[config.mk]
export PLATFORM = sky130hd
export DESIGN_NAME = cache_fill_fsm
export DESIGN_NICKNAME = d
export VERILOG_FILES = /design/src/rtl/cache_fill_fsm.sv
export SDC_FILE = /design/constraint.sdc
export NUM_CORES = 1
export LEC_CHECK = 0
export CAP_MARGIN = 20
export CORE_MARGIN = 2
export CORE_UTILIZATION = 44
export CTS_CLUSTER_SIZE = 24
export DETAILED_ROUTE_END_ITERATION = 16
export MAX_ROUTING_LAYER = met4
export PLACE_DENSITY_LB_ADDON = 0.05
export SLEW_MARGIN = 20
export SYNTH_ARGS = -nofsm -noshare
export SYNTH_HDL_FRONTEND = slang
export SYNTH_SLANG_ARGS = --single-unit
[constraint.sdc]
create_clock -name clk -period 2 [get_ports clk]
set_input_delay 0.4 -clock clk [delete_from_list [all_inputs] [get_ports clk]]
set_output_delay 0.4 -clock clk [all_outputs]
set_load 0.05 [all_outputs]
[src/rtl/cache_fill_fsm.sv]
// Cache miss fill controller: on a miss, streams one read per cycle for every word
// of the aligned block, counts returned words and strobes the data/tag arrays.
module cache_fill_fsm #(
    parameter int BLOCK_WORDS = 8,
    parameter int AWIDTH      = 16
) (
    input  logic                           clk,
    input  logic                           rst,
    input  logic                           miss_detected,
    input  logic [AWIDTH-1:0]              miss_address,
    input  logic                           memory_data_valid,
    output logic                           fsm_busy,
    output logic                           memory_read_en,
    output logic [AWIDTH-1:0]              memory_address,
    output logic                           write_data_array,
    output logic [$clog2(BLOCK_WORDS)-1:0] word_offset,
    output logic                           write_tag_array,
    output logic                           fill_done
);

    localparam int OW = $clog2(BLOCK_WORDS);
    localparam int CW = OW + 1;
    // Byte alignment of a block: BLOCK_WORDS 16-bit words span 2*BLOCK_WORDS bytes.
    localparam int AL = OW + 1;

    typedef enum logic {IDLE, FILL} state_t;

    state_t            state, state_nxt;
    logic [AWIDTH-1:0] base_addr, base_nxt;
    logic [CW-1:0]     issue_cnt, issue_nxt;
    logic [CW-1:0]     recv_cnt, recv_nxt;

    always_ff @(posedge clk) begin
        if (!rst) begin
            state     <= IDLE;
            base_addr <= '0;
            issue_cnt <= '0;
            recv_cnt  <= '0;
        end else begin
            state     <= state_nxt;
            base_addr <= base_nxt;
            issue_cnt <= issue_nxt;
            recv_cnt  <= recv_nxt;
        end
    end

    assign fsm_busy = (state == FILL);

    always_comb begin
        state_nxt        = state;
        base_nxt         = base_addr;
        issue_nxt        = issue_cnt;
        recv_nxt         = recv_cnt;
        memory_read_en   = 1'b0;
        memory_address   = '0;
        write_data_array = 1'b0;
        word_offset      = '0;
        write_tag_array  = 1'b0;
        fill_done        = 1'b0;

        case (state)
            IDLE: begin
                if (miss_detected) begin
                    base_nxt  = {miss_address[AWIDTH-1:AL], {AL{1'b0}}};
                    issue_nxt = '0;
                    recv_nxt  = '0;
                    state_nxt = FILL;
                end
            end
            FILL: begin
                // Request and response sides run independently; memory latency is never assumed.
                if (issue_cnt < CW'(BLOCK_WORDS)) begin
                    memory_read_en = 1'b1;
                    memory_address = base_addr + AWIDTH'({issue_cnt, 1'b0});
                    issue_nxt      = issue_cnt + CW'(1);
                end
                if (memory_data_valid) begin
                    write_data_array = 1'b1;
                    word_offset      = recv_cnt[OW-1:0];
                    recv_nxt         = recv_cnt + CW'(1);
                    if (recv_cnt == CW'(BLOCK_WORDS - 1)) begin
                        write_tag_array = 1'b1;
                        fill_done       = 1'b1;
                        state_nxt       = IDLE;
                    end
                end
            end
            default: state_nxt = IDLE;
        endcase
    end

endmodule

Word-level counts from Yosys, hierarchy flattened
Index checks and enable logic that the tools add are counted.
Widths: inputs -> output; s select.
- output and inout bits: 24
- register bits after elaboration: 21
- word-level logic and storage cells: 36
- input port bits: 20
- muxes and demuxes: 20
- bitwise operators: 1
- reduce and logical (&&, ||, !) cells: 3
- add/subtract/negate cells: 3
- equal/unequal tests: 4
- order comparisons: 1
- operators by type and width (kind ; count):
    $mux 16 ; 2
    $add 16x5->16 ; 1
    $pmux 4 s2 ; 2
    $mux 4 ; 3
    $mux 1 ; 10
    $add 4x1->4 const B ; 2
    $mux 3 ; 2
    $reduce_and 2->1 ; 3
    $eq 4x3->1 const B ; 1
    $lt 4x4->1 const B ; 1
    $ne 2x2->1 const B ; 2
    $ne 2x1->1 const B ; 1
    $pmux 1 s2 ; 1
    $not 1->1 ; 1

Logic depth before layout (Yosys ltp)
Gate-level depths: netlist of the first run.
- depth in word-level cells: 4
- gate-level depth with buffers: 6
- depth with buffers taken out: 4

Least setup slack after synthesis of the first run
No wires, ideal clock.
- path kind: register to output
- start: register state (netlist: fsm_busy)
- end: output port write_tag_array
- path buffers: 2
- cell stages (with the launch flop): 5
- data arrival time: 2.228 ns
- data required time: 1.600 ns
- setup slack: -0.628 ns
- cells stage by stage: dfxtp_1 -> buf_4 -> and3_1 -> and3b_1 -> buf_4
- word-level cells in the longest chain between the ends: 1
- ends and longest elaborated chain (item ; RTL line ; source):
    start, declared ; 28 ; state_t state, state_nxt;
    start signal, assigned ; 40 ; state <= state_nxt;
    $mux 1 ; n/a ;
    end, declared ; 17 ; output logic write_tag_array,
No other way between the ends.

Worst setup path after layout of the first run
- start: register state (netlist: fsm_busy)
- end: output port fsm_busy
- RTL lines (item ; RTL line ; source):
    end, declared ; 12 ; output logic fsm_busy,
No word-level cell between the ends.

==> impl_metrics.sql, run 1 <==
INSERT INTO impl_metrics (metric_group, metric, value, unit) VALUES
('run_status', 'status', 'finished, final reports clean', ''),
('logic_synthesis', 'synth_seq_area_share', '42.2', '%'),
('timing', 'grt_setup_unrepaired', 'false', ''),
('floorplanning', 'overall_die_area', '2660', 'µm²'),
('logic_synthesis', 'post_synth_most_frequent_cells', 'sky130_fd_sc_hd__nand2_1 (27), sky130_fd_sc_hd__dfxtp_1 (21), sky130_fd_sc_hd__and2_1 (16)', ''),
('critical_path', 'crit-reg2reg-launch', 'recv_cnt[0]', ''),
('drt', 'top_signal_layer_used', 'met4', ''),
('layout', 'fillerInstances', '179', ''),
('logic_synthesis', 'mean_syn_cell_area', '8.31', 'µm²'),
('worst_hold_path', 'whs_endpoint', 'base_addr[10]', ''),
('grt', 'initial_antenna_violation_count', '0', ''),
('logic_synthesis', 'synthTopCellsByArea', 'sky130_fd_sc_hd__dfxtp_1 (42%), sky130_fd_sc_hd__a21boi_1 (11%), sky130_fd_sc_hd__nand2_1 (10%), sky130_fd_sc_hd__and2_1 (10%), sky130_fd_sc_hd__buf_4 (3.0%)', ''),
('placed_design', 'dpl_cell_area', '1620', 'µm²'),
('critical_path', 'worstSetupEndpointType', 'output pin', ''),
('drt', 'drt_iter0_markers', '6', ''),
('power_and_ir_drop', 'p_per_area', '514', 'nW/µm²'),
('critical_path', 'reg2reg_depth', '4', ''),
('power_and_ir_drop', 'power_switching_share', '28.1', '%'),
('logic_synthesis', 'synth_async_sr_flop_share', '0', '%'),
('cts', 'cts_repair_resize_count', '0', ''),
('drt', 'dr_wl_met2', '1140', 'µm'),
('layout', 'layout-drive-gt1-share', '21.7', '%'),
('critical_path', 'r2r_setup_slack', '860', 'ps'),
('critical_path', 'critical_path.max_stage_delay', '820', 'ps'),
('logic_synthesis', 'post-synth-top-area-cell', 'sky130_fd_sc_hd__dfxtp_1', ''),
('layout', 'core_util_final', '75.7', '%'),
('worst_hold_path', 'min-delay-start', 'base_addr[10]', ''),
('logic_synthesis', 'synth_fp_nets', '142', ''),
('cts', 'cts.repair_timing.setup_buffer_count', '0', ''),
('drt', 'drt-vias-per-instance', '4.88', ''),
('critical_path', 'slowest_stage', 'sky130_fd_sc_hd__clkdlybuf4s50_1', ''),
('logic_synthesis', 'synth_top_cell_area_share', '42.2', '%'),
('timing', 'finalHoldWorstSlack', '452', 'ps'),
('grt', 'grt_start_max_net_pins', '21', ''),
('cts', 'cts_hold_repair.buffers', '0', ''),
('worst_hold_path', 'holdCritPathClass', 'reg -> reg', ''),
('power_and_ir_drop', 'p_sw', '0.238', 'mW'),
('worst_hold_path', 'timing.hold.worst_path_depth', '2', ''),
('logic_synthesis', 'yosysWarningCount', '0', ''),
('logic_synthesis', 'syn-cell-area', '997', 'µm²'),
('grt', 'grt_util_all_layers', '19.7', '%'),
('timing', 'post-route-period-util', '97.3', '%'),
('grt', 'grt-ovfl-total', '0', ''),
('layout', 'num_antenna_cells', '0', ''),
('cts', 'cts_buffers', '3', ''),
('timing', 'final.setup.tns', '0', 'ps'),
('critical_path', 'kind_of_start_point_of_the_critical_path', 'flop', ''),
('floorplanning', 'die_width', '51.6', 'µm'),
('critical_path', 'worst-endpoint-required', '1600', 'ps'),
('cts', 'cts_root_buf', 'sky130_fd_sc_hd__clkbuf_4', ''),
('critical_path', 'critPathArrivalTime', '1550', 'ps'),
('floorplanning', 'rows', '17', ''),
('cts', 'cts_buffer_depth', '2', ''),
('timing', 'timing.final.hold_violations', '0', ''),
('placed_design', 'dp_slack', '75.2', 'ps'),
('power_and_ir_drop', 'ir_drop', '0.414', 'mV'),
('power_and_ir_drop', 'cell_internal_pwr', '0.607', 'mW'),
('placed_design', 'port_buffers', '38', ''),
('cts', 'tritoncts', 'done', ''),
('timing', 'maxSlewHeadroom', '61.0', '%'),
('drt', 'route.met3.wl', '80', 'µm'),
('floorplanning', 'initial_utilization', '46.0', '%'),
('flow_run', 'timing.max_cap.violations', '0', ''),
('logic_synthesis', 'synth_seq_cells', '21', ''),
('drt', 'drt_wl_total', '2130', 'µm'),
('logic_synthesis', 'post-synth-top-count-cell', 'sky130_fd_sc_hd__nand2_1', ''),
('layout', 'area.growth.synth_to_final', '64.7', '%'),
('cts', 'clkLatencyLatePin', '300', 'ps'),
('timing', 'final.min_clock_period', '1950', 'ps'),
('placed_design', 'dpl.hpwl', '1650', 'µm'),
('timing', 'clock_skew', '7.41', 'ps');
per-layer routing:
metal | GRT usage, % | up-vias
li1 | - | 461
met1 | 23.3 | 421
met2 | 34.0 | 19
met3 | 3.45 | 2
met4 | 6.58 | 0
met5 | - | -
sequential cells by signal (all words and copies together), names as in the netlist:
| register | count |
|---|---|
| base_addr | 12 |
| issue_cnt | 4 |
| recv_cnt | 4 |
| fsm_busy | 1 |
per-stage QoR:
| stage | total power [mW] | instances |
|---|---|---|
| 6_report | 0.845 | 185 |
| 5_1_grt | 0.889 | 185 |
| 4_1_cts | 0.857 | 185 |
| 3_5_place_dp | 0.659 | 181 |
| 3_3_place_gp | 0.655 | 181 |
| 2_1_floorplan | 0.566 | 120 |
cells in the final DEF, fill, tap and decap left out:
master	count
sky130_fd_sc_hd__inv_2	1
sky130_fd_sc_hd__clkdlybuf4s50_1	16
sky130_fd_sc_hd__a41oi_1	1
sky130_fd_sc_hd__buf_12	22
sky130_fd_sc_hd__o21a_1	1
sky130_fd_sc_hd__nor2_1	5
sky130_fd_sc_hd__o21ai_0	1
sky130_fd_sc_hd__buf_4	4
sky130_fd_sc_hd__nand2b_1	4
sky130_fd_sc_hd__ha_1	2
sky130_fd_sc_hd__nor2b_1	1
sky130_fd_sc_hd__and3_1	3
sky130_fd_sc_hd__xnor2_1	1
sky130_fd_sc_hd__clkinv_2	1
sky130_fd_sc_hd__dfxtp_1	20
sky130_fd_sc_hd__mux2i_1	1
sky130_fd_sc_hd__and2_1	16
sky130_fd_sc_hd__dfxtp_4	1
sky130_fd_sc_hd__a21boi_1	15
sky130_fd_sc_hd__xor2_1	1
sky130_fd_sc_hd__clkbuf_4	3
sky130_fd_sc_hd__nand3b_1	2
sky130_fd_sc_hd__and3b_2	1
sky130_fd_sc_hd__and3_4	1
sky130_fd_sc_hd__nand3_1	5
sky130_fd_sc_hd__nand2_1	27
sky130_fd_sc_hd__conb_1	1
cell type report:
cell class / count / area (µm²) / area share (%)
clock buffer: 3 / 22.5 / 1.37
inverter: 1 / 3.75 / 0.228
timing repair buffer: 42 / 631 / 38.4
clock inverter: 1 / 5.00 / 0.305
tap: 28 / 35.0 / 2.13
sequential: 21 / 424 / 25.8
multi-input combinational: 89 / 522 / 31.8
worst max path at each step:
| stage | from | slack [ps] | end |
|---|---|---|---|
| floorplan | fsm_busy | 70 | write_tag_array |
| global placement | memory_data_valid | 110 | fill_done |
| detailed placement | memory_data_valid | 80 | fill_done |
| CTS | fsm_busy | 50 | fsm_busy |
| global route | fsm_busy | 10 | fsm_busy |
| finish | fsm_busy | 50 | fsm_busy |
power groups by stage:
stage | sequential (mW) | clock (mW) | combinational (mW)
6_report | 0.450 | 0.198 | 0.197
3_5_place_dp | 0.460 | 0 | 0.200
5_1_grt | 0.453 | 0.223 | 0.213
3_3_place_gp | 0.458 | 0 | 0.197
2_1_floorplan | 0.459 | 0 | 0.107
4_1_cts | 0.450 | 0.207 | 0.200
cells by family after synthesis:
family / synth area share, %
flip-flops: 42.2
multiplexers: 1.00
AND/OR/NAND/NOR: 32.6
buffers and inverters: 6.15
XOR/XNOR: 1.76
AO/OA/AOI/OAI: 13.4
other: 0.376
adder cells (fa/ha/maj): 2.51
Note: power is estimated with default switching activity, not from simulation.
==> run 2, diff against run 1 <==
CAP_MARGIN = not set   (was 20)
PLACE_DENSITY = 0.84   (was not set)
PLACE_DENSITY_LB_ADDON = not set   (was 0.05)
==> run 2 against run 1 <==
Effect of this change: clock power hardly changed; global-route usage is 1.3 points higher; via count is 2.9% higher; clock-buffer cell count stayed put; non-clock buffer count is 1 higher; largest power group unchanged.
==> impl_metrics.sql, run 2 (synthesis gave the netlist of run 1 again) <==
INSERT INTO impl_metrics (metric_group, metric, value, unit) VALUES
('run_status', 'status', 'finished, final reports clean', ''),
('timing', 'finalHoldWorstSlack', '459', 'ps'),
('flow_run', 'timing.max_cap.violations', '0', ''),
('timing', 'clock_skew', '5.24', 'ps'),
('grt', 'grt_util_all_layers', '21.1', '%'),
('cts', 'clock_sinks', '21', ''),
('grt', 'grt_use_met1', '22.7', '%'),
('power_and_ir_drop', 'design_power_total', '0.851', 'mW'),
('timing', 'setup_viol', '0', ''),
('timing', 'post-route-period-util', '96.4', '%'),
('placed_design', 'dpl.hpwl', '1840', 'µm'),
('critical_path', 'critPathArrivalTime', '1530', 'ps'),
('drt', 'drt_wl_total', '2440', 'µm'),
('layout', 'layout-drive-gt1-share', '22.2', '%'),
('layout', 'largest_reg_flops', '12', ''),
('layout', 'final_cell_area', '1650', 'µm²'),
('cts', 'cts_buffer_depth', '2', ''),
('critical_path', 'timing_worst_setup_path_type', 'reg -> out', ''),
('floorplanning', 'die_height', '51.6', 'µm'),
('cts', 'clkSlewWorstSetupHoldPaths', '120', 'ps'),
('timing', 'grt_setup_unrepaired', 'false', ''),
('layout', 'largest_register', 'base_addr', ''),
('grt', 'grt-ovfl-total', '0', ''),
('drt', 'via_count', '929', ''),
('placed_design', 'dp_slack', '98.2', 'ps'),
('cts', 'cts_buffers', '3', ''),
('floorplanning', 'initial_utilization', '46.0', '%'),
('power_and_ir_drop', 'ir_drop', '0.502', 'mV'),
('grt', 'initial_antenna_violation_count', '0', ''),
('layout', 'area.growth.synth_to_final', '65.5', '%'),
('placed_design', 'dpl_cell_area', '1620', 'µm²'),
('timing', 'final.min_clock_period', '1930', 'ps'),
('layout', 'layout.cells.most_common', 'sky130_fd_sc_hd__nand2_1', ''),
('critical_path', 'worstPathCellList', 'clkdlybuf4s50_1', ''),
('drt', 'drtPass1Iterations', '4', ''),
('grt', 'grt-busiest-layer', 'met2', ''),
('critical_path', 'worst-endpoint-required', '1600', 'ps'),
('timing', 'timing.final.hold_violations', '0', ''),
('power_and_ir_drop', 'p_per_area', '516', 'nW/µm²'),
('critical_path', 'r2r_setup_slack', '860', 'ps'),
('cts', 'cts_root_buf', 'sky130_fd_sc_hd__clkbuf_4', ''),
('grt', 'grt_first_pass_wirelength', '4120', 'µm'),
('cts', 'cts_hold_repair.buffers', '0', ''),
('critical_path', 'kind_of_start_point_of_the_critical_path', 'flop', ''),
('power_and_ir_drop', 'p_leak', '0.684', 'nW'),
('cts', 'cts_repair_resize_count', '0', ''),
('critical_path', 'worstSetupEndpointType', 'output pin', ''),
('worst_hold_path', 'holdCritPathClass', 'reg -> reg', ''),
('drt', 'drt_iter0_markers', '9', ''),
('grt', 'grtUsageMet3', '2.59', '%'),
('layout', 'mostFrequentLayoutCells', 'sky130_fd_sc_hd__nand2_1 (27), sky130_fd_sc_hd__buf_12 (22), sky130_fd_sc_hd__dfxtp_1 (20), sky130_fd_sc_hd__and2_1 (16), sky130_fd_sc_hd__clkdlybuf4s50_1 (16)', ''),
('critical_path', 'slowest_stage', 'sky130_fd_sc_hd__clkdlybuf4s50_1', ''),
('layout', 'reg.largest.list', 'base_addr x12, issue_cnt x4, recv_cnt x4', ''),
('drt', 'drt-vias-per-instance', '4.99', ''),
('layout', 'num_antenna_cells', '0', ''),
('cts', 'clock_tree.htree_level_count', '1', ''),
('critical_path', 'cpLargestDelayFamily', 'buffers and inverters', ''),
('cts', 'clkLatencyLatePin', '300', 'ps'),
('timing', 'drv_slew', '0', ''),
('drt', 'route.detailed.wl_per_inst', '13.1', 'µm'),
('critical_path', 'cp_num_buf_inv', '1', ''),
('drt', 'post-route-drc-count', '0', ''),
('critical_path', 'crit_fanout', '12', ''),
('grt', 'groute.layer.met2.usage', '38.2', '%'),
('critical_path', 'critical_path.max_stage_delay', '820', 'ps'),
('drt', 'drtAntennaViolNets', '0', ''),
('placed_design', 'gpl_congestion', '0.793', ''),
('cts', 'cts.repair_timing.setup_buffer_count', '0', ''),
('floorplanning', 'io_pins', '44', ''),
('grt', 'grt_start_max_net_pins', '19', ''),
('floorplanning', 'floorplan.core_area', '2170', 'µm²'),
('layout', 'design.final.nets', '181', ''),
('cts', 'tritoncts', 'done', ''),
('floorplanning', 'die_width', '51.6', 'µm'),
('timing', 'final_critical_path_setup_slack', '71.4', 'ps'),
('floorplanning', 'overall_die_area', '2660', 'µm²'),
('placed_design', 'port_buffers', '38', ''),
('layout', 'core_util_final', '76.1', '%'),
('layout', 'instances_no_fill', '186', ''),
('timing', 'maxClockFrequency', '519', 'MHz'),
('floorplanning', 'rows', '17', ''),
('placed_design', 'cell_total_after_placement', '182', ''),
('grt', 'first_global_vias', '945', ''),
('timing', 'final.setup.tns', '0', 'ps');
==> run 2: power by group <==
| part | internal, mW | leakage (nW) | switching, mW | total, mW |
|---|---|---|---|---|
| Combinational | 0.0976 | 0.494 | 0.105 | 0.203 |
| Sequential | 0.437 | 0.172 | 0.0135 | 0.450 |
| Clock | 0.0744 | 0.0177 | 0.124 | 0.199 |
==> run 2: area by class of cell <==
| cell class | instances | area (µm²) |
|---|---|---|
| inverters | 1 | 3.75 |
| clock inverters | 1 | 5.00 |
| clock buffers | 3 | 22.5 |
| flip-flops and latches | 21 | 424 |
| fillers | 159 | 519 |
| well taps | 28 | 35.0 |
| repair buffers | 43 | 638 |
| multi-input cells | 89 | 522 |
==> run 2: final timing paths <==
| path | startpoint | end | cells after the start |
|---|---|---|---|
| setup / recovery | fsm_busy | fsm_busy | 1 |
| setup reg to reg | recv_cnt[0] | recv_cnt[2] | 4 |
| hold reg to reg | base_addr[5] | base_addr[5] | 2 |
| hold / removal | base_addr[5] | base_addr[5] | 2 |
==> run 2: per-layer routing <==
metal / vias up / wire, µm
met2: 20 / 1380
met4: 0 / 39
li1: 462 / -
met3: 4 / 68
met5: - / 0
met1: 443 / 951
==> RTL change 1, RTL diff (flow settings as in run 2) <==
Register the inputs `miss_detected`, `miss_address` and `memory_data_valid` before use, cleared by the reset. The logic sees them one clock later.
--- a/src/rtl/cache_fill_fsm.sv
+++ b/src/rtl/cache_fill_fsm.sv
@@ -25,4 +25,20 @@
 
     typedef enum logic {IDLE, FILL} state_t;
+
+    logic miss_detected_q;
+    logic [AWIDTH-1:0] miss_address_q;
+    logic memory_data_valid_q;
+
+    always_ff @(posedge clk) begin
+        if (!rst) begin
+            miss_detected_q     <= '0;
+            miss_address_q      <= '0;
+            memory_data_valid_q <= '0;
+        end else begin
+            miss_detected_q     <= miss_detected;
+            miss_address_q      <= miss_address;
+            memory_data_valid_q <= memory_data_valid;
+        end
+    end
 
     state_t            state, state_nxt;
@@ -61,6 +77,6 @@
         case (state)
             IDLE: begin
-                if (miss_detected) begin
-                    base_nxt  = {miss_address[AWIDTH-1:AL], {AL{1'b0}}};
+                if (miss_detected_q) begin
+                    base_nxt  = {miss_address_q[AWIDTH-1:AL], {AL{1'b0}}};
                     issue_nxt = '0;
                     recv_nxt  = '0;
@@ -75,5 +91,5 @@
                     issue_nxt      = issue_cnt + CW'(1);
                 end
-                if (memory_data_valid) begin
+                if (memory_data_valid_q) begin
                     write_data_array = 1'b1;
                     word_offset      = recv_cnt[OW-1:0];
Function: changed (a bounded check fails within 4 cycles, from zero or initial values and one cycle with rst low).
==> RTL change 1 against run 2 <==
  * Worst setup slack better by 0.038 ns
  * Combinational power down 25%
  * Wire length up 9.0%
  * Total power up 43%
  * First-iteration DRC count rose to 2.9 times the old value
  * Count of clock-buffer cells in the layout up 3
  * Largest power group unchanged
  * Final area up 23%
  * Sequential share of layout area up 8.9 points
  * Worst hold slack worse by 0.020 ns
  * Critical path depth up 4
  * Area after synthesis up 41%
  * Sequential cell count up 14
==> RTL change 1: results (changes against run 2) <==
fraction of the mapped netlist area in adder cells: 1.77% (was 2.51%)
arrival time reported for the critical path endpoint: 1.49 ns (was 1.53 ns)
worst hold start: miss_address_q[6]$_SDFF_PN0_ (was base_addr[5]$_SDFFE_PN0P_)
Placer Congestion: 0.769 (was 0.793)
Placed Cells: 225 (was 182)
registers with the most flip-flops: base_addr (12), miss_address_q (12) (was base_addr (12), issue_cnt (4), recv_cnt (4))
Endpoint, Worst Hold: base_addr[6]$_SDFFE_PN0P_ (was base_addr[5]$_SDFFE_PN0P_)
clock transition at the register clock pins on the worst setup and hold paths after CTS: 0.09 ns (was 0.12 ns)
final hold slack: 0.439 ns (was 0.459 ns)
Post-Syn Nets: 173 (was 142)
count of unique library cells instantiated by Yosys: 29 (was 24)
Worst-Skew Late Latency: 0.32 ns (was 0.30 ns)
sequential cell area fraction in the yosys report: 49.7% (was 42.2%)
fraction of synthesized area in multiplexers: 1.51% (was 1.00%)
half-perimeter wire length after detailed placement: 1900 um (was 1840 um)
overall fraction of global-route tracks in use: 17.3% (was 21.1%)
max incr delay on CP: 0.36 ns (was 0.82 ns)
outcome: finished, final reports clean (unchanged)
xor-xnor portion of the synthesized cell area: 0.621% (was 1.76%)
number of global-route vias before repair: 1,079 (was 945)
H-tree lvl count: 2 (was 1)
post-synthesis instance total: 151 (was 120)
aggregate routed wire length: 2660 um (was 2440 um)
leakage component of the power: 0.824 nW (was 0.684 nW)
most used standard cells in the synthesized netlist: sky130_fd_sc_hd__dfxtp_1, sky130_fd_sc_hd__and2_1, sky130_fd_sc_hd__nand2_1, sky130_fd_sc_hd__a21boi_0, sky130_fd_sc_hd__a21boi_1 (was sky130_fd_sc_hd__nand2_1, sky130_fd_sc_hd__dfxtp_1, sky130_fd_sc_hd__and2_1, sky130_fd_sc_hd__a21boi_1)
worst-case register-to-register setup slack: 0.62 ns (was 0.86 ns)
global-route wire length before repair: 4490 um (was 4120 um)
number of nets in the finished design: 211 (was 181)
Peak VDD IR: 0.000418 V (was 0.000502 V)
number of design-rule violations left by the first detailed-router iteration: 26 (was 9)
number of buffers created by CTS: 5 (was 3)
biggest area contributors in the synthesized netlist: sky130_fd_sc_hd__dfxtp_1, sky130_fd_sc_hd__and2_1, sky130_fd_sc_hd__nand2_1, sky130_fd_sc_hd__a21boi_0, sky130_fd_sc_hd__a21boi_1 (was sky130_fd_sc_hd__dfxtp_1, sky130_fd_sc_hd__a21boi_1, sky130_fd_sc_hd__nand2_1, sky130_fd_sc_hd__and2_1, sky130_fd_sc_hd__buf_4)
switching power summed over all nets: 291 uW (was 243 uW)
vias per cell: 4.72 (was 4.99)
slowest stage cell on the critical path: sky130_fd_sc_hd__dfxtp_1 (was sky130_fd_sc_hd__clkdlybuf4s50_1)
## RTL change 1: changes by cell type after synthesis, moves of 2 or more
cell                              run 2  this run
sky130_fd_sc_hd__buf_6                1         3
sky130_fd_sc_hd__and3_1               4         6
sky130_fd_sc_hd__inv_1                0         2
sky130_fd_sc_hd__a21boi_0             0         8
sky130_fd_sc_hd__and2_1              16        29
sky130_fd_sc_hd__a21boi_1            15         8
sky130_fd_sc_hd__nor2_1               5         2
sky130_fd_sc_hd__dfxtp_1             21        35
## RTL change 1: layer usage
metal | vias up | track usage (%) | routed length (um)
met5 | - | - | 0
met4 | 0 | 11.2 | 91
met3 | 9 | 3.84 | 96
met2 | 30 | 31.2 | 1480
met1 | 498 | 16.2 | 993
li1 | 557 | - | -
## RTL change 1: cells by family after synthesis
kind of cell | Yosys count
other | 1
muxes | 2
AOI/OAI and AO/OA | 20
and+or+nand+nor | 78
adders and majority gates | 2
xor gates and xnor gates | 1
DFF | 35
buffers and inverters | 12
## RTL change 1: worst reg2reg max path, delay by kind of cell, from the launching register on
kind                   cells  cell delay (ns)
DFF                        1             0.34
muxes                      1             0.25
AOI/OAI and AO/OA          1             0.06
and+or+nand+nor            1             0.45
buffers and inverters      1             0.17
## RTL change 1: timing repair
item | 4_1_cts | 5_1_grt
gates resized for setup | 1 | 1
setup buffers | 1 | 0
endpoints found under the setup margin | 15 | 6
## RTL change 1: power by group through the flow
stage               clock network [mW]  registers [mW]  logic, mW
floorplan                            0           0.754     0.0846
global placement                     0           0.750      0.142
finish                           0.327           0.736      0.152
detailed placement                   0           0.752      0.146
CTS                              0.340           0.735      0.153
global route                     0.365           0.739      0.164
## RTL change 1: worst max path at each step
| stage | start | end | slack [ns] | cells after the start |
|---|---|---|---|---|
| after floorplan | fsm_busy$_SDFF_PN0_ | write_tag_array | 0.002 | 4 |
| after CTS | issue_cnt[3]$_SDFFE_PN0P_ | memory_address[4] | 0.07 | 5 |
| final | issue_cnt[3]$_SDFFE_PN0P_ | memory_address[4] | 0.11 | 5 |
| after detailed placement | issue_cnt[3]$_SDFFE_PN0P_ | memory_address[4] | 0.32 | 4 |
| after global placement | issue_cnt[3]$_SDFFE_PN0P_ | memory_address[9] | 0.36 | 4 |
| after global routing | issue_cnt[3]$_SDFFE_PN0P_ | memory_address[4] | 0.07 | 5 |
## RTL change 1: area by class of cell
class | count | area [sq um]
Sequential cell | 35 | 702
Timing Repair Buffer | 41 | 583
Fill cell | 249 | 1020
Clock buffer | 6 | 41.3
Inverter | 2 | 11.3
Tap cell | 44 | 55.1
Multi-Input combinational cell | 104 | 638
==> RTL change 2, RTL diff (settings of run 2) <==
Without the edit above. Change the parameter `BLOCK_WORDS` from 8 to 4.
--- a/src/rtl/cache_fill_fsm.sv
+++ b/src/rtl/cache_fill_fsm.sv
@@ -2,5 +2,5 @@
 // of the aligned block, counts returned words and strobes the data/tag arrays.
 module cache_fill_fsm #(
-    parameter int BLOCK_WORDS = 8,
+    parameter int BLOCK_WORDS = 4,
     parameter int AWIDTH      = 16
 ) (
Ports: changed (resized word_offset); port bits go from 44 to 43. No check against the original RTL was run, so the function may have changed too.
==> RTL change 2 against run 2 <==
  * Final area is 0.91% lower
  * Worst setup slack better by 0.030 ns
  * Wire length down 6.1%
  * Fmax is 1.6% higher
  * Clock power up 67%
  * Sequential cell count down 1
  * Global-route usage rose by 0.15 points
  * First-iteration DRC count shrank 33%
  * Synthesized cell count decreased by 4.2%
  * Area after synthesis up 0.75%
  * Total power up 15%
  * Critical path type unchanged
  * Critical endpoint is now write_tag_array
  * Largest power group unchanged
==> RTL change 2: results (changes against run 2) <==
outcome: finished, final reports clean (unchanged)
total setup buffers inserted after CTS: 0 (unchanged)
share of final-layout standard cells stronger than drive strength 1: 27.8% (was 22.2%)
IO buf count: 38 (unchanged)
overall fraction of global-route tracks in use: 21.2% (was 21.1%)
H-tree lvl count: 1 (unchanged)
leakage component of the power: 0.653 nW (was 0.684 nW)
arrival time reported for the critical path endpoint: 1.50 ns (was 1.53 ns)
critical-path maximum fanout: 4 (was 12)
number of fill cells in the layout: 161 (was 159)
number of nets in the finished design: 175 (was 181)
Placer Congestion: 0.675 (was 0.793)
Post-Syn Nets: 138 (was 142)
pin count of the biggest net entering global routing: 19 (unchanged)
registers with the most flip-flops: base_addr (13), issue_cnt (3), recv_cnt (3) (was base_addr (12), issue_cnt (4), recv_cnt (4))
count of warnings emitted by yosys: 0 (unchanged)
post-placement cell area: 0.00158 sq mm (was 0.00162 sq mm)
global-route wire length before repair: 4050 um (was 4120 um)
biggest area contributors in the synthesized netlist: sky130_fd_sc_hd__dfxtp_1, sky130_fd_sc_hd__a21boi_2, sky130_fd_sc_hd__nand2_1, sky130_fd_sc_hd__and2_1, sky130_fd_sc_hd__ha_1 (was sky130_fd_sc_hd__dfxtp_1, sky130_fd_sc_hd__a21boi_1, sky130_fd_sc_hd__nand2_1, sky130_fd_sc_hd__and2_1, sky130_fd_sc_hd__buf_4)
number of design-rule violations left by the first detailed-router iteration: 6 (was 9)
RR Endpoint: fsm_busy$_SDFF_PN0_ (was recv_cnt[2]$_SDFFE_PN0P_)
FFs w/ async S/R, synth: 0% (unchanged)
sequential cell area fraction in the yosys report: 39.9% (was 42.2%)
number of global-route vias before repair: 949 (was 945)
worst-case register-to-register setup slack: 0.71 ns (was 0.86 ns)
Register Area: 400 sq um (was 424 sq um)
internal power contribution: 726 uW (was 609 uW)
Peak VDD IR: 0.000378 V (was 0.000502 V)
Max Clock Skew: 0.00868 ns (was 0.00524 ns)
max incr delay on CP: 0.36 ns (was 0.82 ns)
vias per cell: 4.89 (was 4.99)
count of unique library cells instantiated by Yosys: 24 (unchanged)
number of antenna repair diodes: 0 (unchanged)
WL per Instance: 12.8 um (was 13.1 um)
half-perimeter wire length after detailed placement: 1800 um (was 1840 um)
slowest stage cell on the critical path: sky130_fd_sc_hd__dfxtp_1 (was sky130_fd_sc_hd__clkdlybuf4s50_1)
most used standard cells in the synthesized netlist: sky130_fd_sc_hd__nand2_1, sky130_fd_sc_hd__dfxtp_1, sky130_fd_sc_hd__and2_1, sky130_fd_sc_hd__a21boi_2, sky130_fd_sc_hd__o21ai_0 (was sky130_fd_sc_hd__nand2_1, sky130_fd_sc_hd__dfxtp_1, sky130_fd_sc_hd__and2_1, sky130_fd_sc_hd__a21boi_1)
[RTL change 2: changes by cell type after synthesis, sizes merged, moves of 3 or more]
cell / change
nand2b: -3
o21ai: +4
nand2: +3
a21oi: +3
nor2: -4
nand3: -3
[RTL change 2: layout make-up]
type	instances	area share [%]
Clock buffer	3	1.38
Clock inverter	1	1.84
Inverter	2	0.459
Multi-Input combinational cell	85	32.8
Sequential cell	20	24.5
Tap cell	28	2.14
Timing Repair Buffer	40	36.9
[RTL change 2: worst min-delay path by stage]
stage                                 endpoint                       start  cells past startpoint
floorplan             recv_cnt[2]$_SDFFE_PN0P_    recv_cnt[2]$_SDFFE_PN0P_                      2
global placement      recv_cnt[2]$_SDFFE_PN0P_    recv_cnt[2]$_SDFFE_PN0P_                      2
detailed placement  base_addr[13]$_SDFFE_PN0P_  base_addr[13]$_SDFFE_PN0P_                      2
CTS                 base_addr[13]$_SDFFE_PN0P_  base_addr[13]$_SDFFE_PN0P_                      2
global route        base_addr[11]$_SDFFE_PN0P_  base_addr[11]$_SDFFE_PN0P_                      2
finish              base_addr[13]$_SDFFE_PN0P_  base_addr[13]$_SDFFE_PN0P_                      2
[RTL change 2: logic make-up after synthesis]
group	after synthesis	share of synthesized area, %
and+or+nand+nor	59	31.0
other	1	0.373
adders and majority gates	3	3.74
buffers and inverters	10	6.85
AOI/OAI and AO/OA	22	18.2
DFF	20	39.9
[RTL change 2: per-layer routing]
metal  routed length (um)  up-vias  GRT usage (%)  share of wire [%]
met5                    0        -              -                  0
met4                  116        0           14.5                5.1
met3                  166       10           5.46                7.2
met2                 1100       40           34.4                 48
met1                  909      383           22.7                 40
li1                     -      443              -                  -
[RTL change 2: power by group through the flow]
| stage | clock network (mW) | registers, mW | logic, mW |
|---|---|---|---|
| after floorplan | 0 | 0.440 | 0.121 |
| after global placement | 0 | 0.436 | 0.213 |
| after detailed placement | 0 | 0.438 | 0.219 |
| after CTS | 0.344 | 0.429 | 0.220 |
| after global routing | 0.350 | 0.431 | 0.234 |
| final | 0.333 | 0.429 | 0.218 |
[RTL change 2: worst max-delay path, delay by kind of cell (launching register included)]
family	cells	cell delay, ns
flip-flops	1	0.36
buffers and inverters	1	0.16
AND/OR/NAND/NOR	1	0.27
adder cells (fa/ha/maj)	2	0.40
[RTL change 2: per-stage QoR]
stage               worst slack (ns)  cells  hold slack, ns
global route                  0.0531    179           0.487
finish                         0.101    179           0.469
floorplan                    0.00557    115           0.436
global placement               0.271    175           0.445
CTS                           0.0766    179           0.471
detailed placement             0.244    175           0.453
